File: src/rtl/btn_symbol_capture.sv
// Player button front end: synchronize, debounce, and turn each clean single-button
// press-and-release into a 2-bit symbol on a valid/ready handshake, with error and timeout pulses.
module btn_symbol_capture #(
    parameter int unsigned DEBOUNCE_CYCLES = 16,
    parameter int unsigned TIMEOUT_CYCLES  = 1024
) (
    input  logic       clock,
    input  logic       reset,
    input  logic [2:0] btn,
    input  logic       arm,
    input  logic       sym_ready,
    output logic       sym_valid,
    output logic [1:0] sym,
    output logic       error,
    output logic       timeout
);

    localparam int unsigned DB_W = (DEBOUNCE_CYCLES > 1) ? $clog2(DEBOUNCE_CYCLES) : 1;
    localparam int unsigned TO_W = (TIMEOUT_CYCLES > 1) ? $clog2(TIMEOUT_CYCLES) : 1;
    localparam logic [DB_W-1:0] DB_LAST = DB_W'(DEBOUNCE_CYCLES - 1);
    localparam logic [TO_W-1:0] TO_LAST = TO_W'(TIMEOUT_CYCLES - 1);
    localparam logic            TO_ENABLED = (TIMEOUT_CYCLES != 0);

    typedef enum logic [1:0] {IDLE, DOWN, EMIT, RELEASE} state_t;

    state_t          state;
    logic [2:0]      sync_meta;
    logic [2:0]      sync;
    logic [2:0]      sync_q;
    logic [2:0]      db;
    logic [DB_W-1:0] db_cnt;
    logic [TO_W-1:0] to_cnt;

    logic            db_clr;
    logic            db_one_hot;
    logic            db_multi;
    logic [1:0]      db_code;
    logic [2:0]      sym_one_hot;
    logic            to_run;

    // Vector classification shared by the FSM
    always_comb begin
        db_clr      = (sync == db) || (sync != sync_q);
        db_one_hot  = (db == 3'b001) || (db == 3'b010) || (db == 3'b100);
        db_multi    = (db != 3'b000) && !db_one_hot;
        db_code     = 2'b00;
        if (db[1]) db_code = 2'b01;
        if (db[2]) db_code = 2'b10;
        sym_one_hot = 3'b001 << sym;
        to_run      = TO_ENABLED && (state == IDLE) && arm && (db == 3'b000);
    end

    // Two-flop synchronizer plus whole-vector debounce
    always_ff @(posedge clock or negedge reset) begin
        if (!reset) begin
            sync_meta <= 3'b000;
            sync      <= 3'b000;
            sync_q    <= 3'b000;
            db        <= 3'b000;
            db_cnt    <= '0;
        end else begin
            sync_meta <= btn;
            sync      <= sync_meta;
            sync_q    <= sync;
            if (db_clr) begin
                db_cnt <= '0;
            end else if (db_cnt == DB_LAST) begin
                db     <= sync;
                db_cnt <= '0;
            end else begin
                db_cnt <= db_cnt + DB_W'(1);
            end
        end
    end

    // Inactivity timer; restarts after every pulse so it repeats while still idle
    always_ff @(posedge clock or negedge reset) begin
        if (!reset) begin
            to_cnt  <= '0;
            timeout <= 1'b0;
        end else if (!to_run) begin
            to_cnt  <= '0;
            timeout <= 1'b0;
        end else if (to_cnt == TO_LAST) begin
            to_cnt  <= '0;
            timeout <= 1'b1;
        end else begin
            to_cnt  <= to_cnt + TO_W'(1);
            timeout <= 1'b0;
        end
    end

    // Press / release / handshake sequencing
    always_ff @(posedge clock or negedge reset) begin
        if (!reset) begin
            state     <= IDLE;
            sym_valid <= 1'b0;
            sym       <= 2'b00;
            error     <= 1'b0;
        end else begin
            error <= 1'b0;
            unique case (state)
                IDLE: begin
                    if (arm && db_one_hot) begin
                        sym   <= db_code;
                        state <= DOWN;
                    end else if (arm && db_multi) begin
                        error <= 1'b1;
                        state <= RELEASE;
                    end
                end
                DOWN: begin
                    if (db == 3'b000) begin
                        sym_valid <= 1'b1;
                        state     <= EMIT;
                    end else if (db_multi) begin
                        error <= 1'b1;
                        state <= RELEASE;
                    end else if (!arm || (db != sym_one_hot)) begin
                        state <= RELEASE;
                    end
                end
                EMIT: begin
                    if (sym_ready) begin
                        sym_valid <= 1'b0;
                        state     <= (db == 3'b000) ? IDLE : RELEASE;
                    end
                end
                RELEASE: begin
                    if (db == 3'b000) state <= IDLE;
                end
                default: state <= IDLE;
            endcase
        end
    end

endmodule

File: config.mk
export PLATFORM = sky130hd
export DESIGN_NAME = btn_symbol_capture
export DESIGN_NICKNAME = d
export VERILOG_FILES = /design/src/rtl/btn_symbol_capture.sv
export SDC_FILE = /design/constraint.sdc
export NUM_CORES = 1
export LEC_CHECK = 0
export BUFFER_PORTS_ARGS = -buffer_cell sky130_fd_sc_hd__buf_2
export CORE_ASPECT_RATIO = 0.5
export CORE_UTILIZATION = 25
export DETAILED_ROUTE_END_ITERATION = 10
export GPL_TIMING_DRIVEN = 0
export HOLD_SLACK_MARGIN = 0.15
export PLACE_DENSITY = 0.49
export SLEW_MARGIN = 20
export SYNTH_ARGS = -nofsm -noshare
export SYNTH_HDL_FRONTEND = slang
export SYNTH_SLANG_ARGS = --single-unit
File: constraint.sdc
create_clock -name clock -period 1.4 [get_ports clock]
set_input_delay 0.07 -clock clock [delete_from_list [all_inputs] [get_ports clock]]
set_output_delay 0.07 -clock clock [all_outputs]
set_load 0.005 [all_outputs]
; After elaboration in Yosys (flattened, before gate mapping)
; Index checks and enable logic that the tools add are counted.
[classes]
muxes = 25
reduce_logical = 19
n_bitwise = 1
n_shift = 1
addsub = 2
n_eq_ne = 16
[ops]
columns = operator, n
row1 = $mux 10, 2
row2 = $mux 2, 9
row3 = $add 10x1->10 const B, 1
row4 = $eq 10x10->1 const B, 1
row5 = $mux 1, 9
row6 = $mux 4, 2
row7 = $pmux 2 s4, 1
row8 = $ne 2x2->1 const B, 3
row9 = $ne 3x3->1, 2
row10 = $logic_and 1x1->1, 5
row11 = $add 4x1->4 const B, 1
row12 = $eq 2x2->1 const B, 2
row13 = $eq 4x4->1 const B, 1
row14 = $logic_or 1x1->1, 4
row15 = $ne 4x4->1 const B, 1
row16 = $pmux 1 s2, 2
row17 = $reduce_and 2->1, 2
row18 = $reduce_and 4->1, 1
row19 = $eq 3x1->1 const B, 1
row20 = $eq 3x2->1 const B, 1
row21 = $eq 3x3->1, 1
row22 = $eq 3x3->1 const B, 1
row23 = $logic_not 3->1, 1
row24 = $ne 3x1->1 const B, 1
row25 = 8 further kinds, 9
[totals]
wordCells = 75
register_bits = 33
out_inout_bits = 5
in_bits = 7

; Longest topological paths before layout
[depth]
ltp_word = 9
depth_mapped = 5
mapped_depth_nobuf = 5

; Worst setup path before layout
; Ideal clock, no wire load.
[synth_timing]
path_kind = reg-to-reg
startpoint = register db[1]
endpoint = register db[0]
setup_time_ns = 0.128
path_slack_ns = -0.056
stages_incl_launch_ff = 6
required_time_ns = 1.272
path_buffers = 1
period_less_slack_ns = 1.456
arrival_ns = 1.328
cell_sequence = dfrtp_1 buf_6 xnor2_1 a31oi_1 o21ai_1 mux2_1
[synth_via]
elab_chain_len = 4
[synth_lines]
columns = item, line
row1 = from (decl), 30  ; logic [2:0] db;
row2 = from (signal assigned), 68  ; db <= sync;
row3 = $eq 3x3->1, 43  ; db_clr = (sync == db) || (sync != sync_q);
row4 = $logic_or 1x1->1, 43
row5 = $not 1->1 (no line), --
row6 = $reduce_and 2->1 (no line), --
; Every way passes these cells.
; A chain may end at the register's enable or synchronous reset.

; Worst setup path after layout
; Same ends and word-level chain as after synthesis.

==> impl_metrics.ini <==
[die]
ios = 12
die_h_um = 55.9
die_w_um = 110
core_um2 = 5540
die_area_um2 = 6140
num_rows = 19
initial_utilization_pct = 26.2

[clock_network]
cts_tree = built
clk_path_buf_depth = 2
clk_latency_ns = 0.28
clk_transition_reported_paths_ns = 0.05
root_buffer = clkbuf_16
clkSinkCount = 33
cts_max_level = 2
cts_buffers = 5

[logic_synthesis]
synth_common_cells = dfrtp_1, nor2_1, nand2_1, a21oi_1, xnor2_1
synth_seq_cells = 33
async_flop_share_pct = 100
synth-edff-count = 0
ys_seq_area_share_pct = 56.8
synth_fp_nets = 143
synth.most_common_cell = dfrtp_1
synth.top_cells.by_area = dfrtp_1, xnor2_1, nor2_1
ys_warn_count = 0
netlist_area_um2 = 1450
synth_ff_type = dfrtp_1
syn_inst = 134
synth_cell_types = 32
yosys.area.top_type = dfrtp_1
synth.top_cell.area_share_pct = 56.8
syn_area_per_cell_um2 = 10.8

[sta]
rsz0062_at_grt = yes
timing.fmax_mhz = 647
skew_ns = 0.00485
fin_crit_sh_pct = 110
fin_crit_ns = 1.55
fin_hold_ws_ns = 0.346
hold_violations = 0
slew_viol_final = 0
fin_ws_ns = -0.146
tightest_slew_ns = 0.733
slew_headroom_pct = 51.1
finalSetupViolations = 6

[drt]
drtPass1Iterations = 5
routedWlPerCell_um = 11.6
drt_iter0_drc = 45
routed_wl_um = 2850
vias = 1095
drtAntennaViolNets = 0
route.detailed.drc = 0
via_per_inst = 4.45

[placed_design]
io_buffers = 11
dp_slack_ns = -0.228
gp_congestion = 0.723
placed_area_um2 = 1610
dp.final_hpwl_um = 1660
placed_cells = 218

[worst_setup_path]
worst_setup_path_start_kind = register
reg2reg_from = db[1]
end_kind = register
crit_arrival_ns = 1.70
critPathMaxStageDelay_ns = 0.38
worst-setup-path-type = reg2reg
required_ns = 1.55
crit_chain = buf_6, xnor2_4, a311oi_2, o21ai_2, mux2_4
reg2reg_depth = 5
r2r_setup_slack_ns = -0.15
r2r_end = db[0]
path_max_fanout = 8
crit_slowest_cell = dfrtp_1

[worst_hold_path]
hold_end = sync[2]
min_path_type = reg2reg
hold_depth = 0
worstHoldStart = sync_meta[2]

[power_and_ir_drop]
powerDensity_nw_per_um2 = 1060
leakagePower_nw = 0.901
ir_worst_vdd_v = 0.000375

[grt]
antenna_found_initial = 0
grt_max_degree = 34
grt_pass1_wl_um = 4510
grt_pass1_vias = 989
grt.overflow.total = 0
grtUsageTotal_pct = 9.82

[finish]
design_area_um2 = 2040
synthToLayoutAreaGrowth_pct = 40.2
nets = 181
antenna_cells = 0
drive_gt1_share_pct = 34.1
fin_cells = 246

[outcome]
outcome = complete, but fails checks
violations = negative setup slack

[flow_run]
cap_violations = 0
where the power goes:
group          leakage, nW  internal, mW  switching, mW  total (mW)
sequential           0.435         0.978         0.0212       0.999
combinational        0.396        0.0512         0.0627       0.114
clock               0.0706         0.652          0.392        1.04
routing by layer:
metal	wire (um)	track usage, %	up-vias
met2	1360	15.1	21
met1	1350	12.5	527
li1	-	-	541
met4	51	5.14	0
met3	89	2.81	6
met5	0	0	-
metrics by stage:
step	utilization, %	power [mW]	setup TNS [ns]
final	36.8	2.16	-0.545
after global routing	36.8	2.24	-1.15
after CTS	34.5	2.16	-0.216
after detailed placement	29.1	1.09	-2.16
after global placement	29.1	1.09	-2.06
after floorplan	-	1.05	0
repair_timing:
action,CTS,global route
setup endpoints to repair,14,19
buffers inserted,7,7
pin swaps,4,8
hold endpoints to repair,38,0
hold buffers,6,0
gates resized for setup,10,17
logic make-up after synthesis:
| kind of cell | synth area share, % |
|---|---|
| buffers and inverters | 3.87 |
| adder cells (fa/ha/maj) | 2.41 |
| flip-flops | 56.8 |
| multiplexers | 1.55 |
| AO/OA/AOI/OAI | 10.4 |
| AND/OR/NAND/NOR | 16.5 |
| XOR/XNOR | 8.43 |
worst max path at each step:
stage,start,endpoint,slack (ns)
after floorplan,db[0],state[1],0.001
after global placement,db[0],to_cnt[7],-0.22
after detailed placement,db[0],to_cnt[0],-0.23
after CTS,sync[0],db[0],-0.07
after global routing,db[1],db[0],-0.20
final,db[1],db[0],-0.15
placed cells by master (no fill, tap or decap), types with 2 or more instances in the layout:
| master | Yosys | layout |
|---|---|---|
| clkbuf_16 | 0 | 5 |
| buf_4 | 0 | 13 |
| nand3_1 | 5 | 3 |
| ha_2 | 0 | 2 |
| nand4_1 | 2 | 2 |
| clkinv_2 | 0 | 2 |
| nor3_1 | 5 | 2 |
| nand2_1 | 11 | 10 |
| nor4_1 | 2 | 2 |
| xor2_1 | 6 | 5 |
| nor2_1 | 16 | 13 |
| dfrtp_2 | 0 | 2 |
| xnor2_1 | 8 | 7 |
| buf_2 | 0 | 11 |
| o22ai_1 | 2 | 2 |
| buf_6 | 3 | 4 |
| nor3_4 | 0 | 2 |
| mux2_4 | 0 | 2 |
| o21ai_1 | 3 | 2 |
| dlygate4sd3_1 | 0 | 6 |
| dfrtp_1 | 33 | 31 |
| inv_1 | 6 | 6 |
| o21ai_0 | 3 | 3 |
| nor2_2 | 0 | 3 |
| a21oi_1 | 9 | 9 |
final cells by class:
type	count	area, um^2
Multi-Input combinational cell	92	699
Clock buffer	6	129
Timing Repair Buffer	31	224
Tap cell	73	91.3
Clock inverter	2	10.0
Fill cell	537	3500
Buffer	3	33.8
Inverter	6	22.5
Sequential cell	33	828
worst max-delay path: cells and delay by family, from the launching register on:
family	cells	cell delay, ns
compound gates	2	0.46
flops	1	0.38
mux	1	0.31
buf+inv	1	0.15
xor+xnor	1	0.13
registers in the layout, indices dropped and copies added, names as in the netlist:
name and flops:
to_cnt 10, db_cnt 4, db 3, sync 3
sync_meta 3, sync_q 3, state 2, sym 2
error 1, sym_valid 1, timeout 1
No activity file was read; power rests on OpenSTA's default activity.
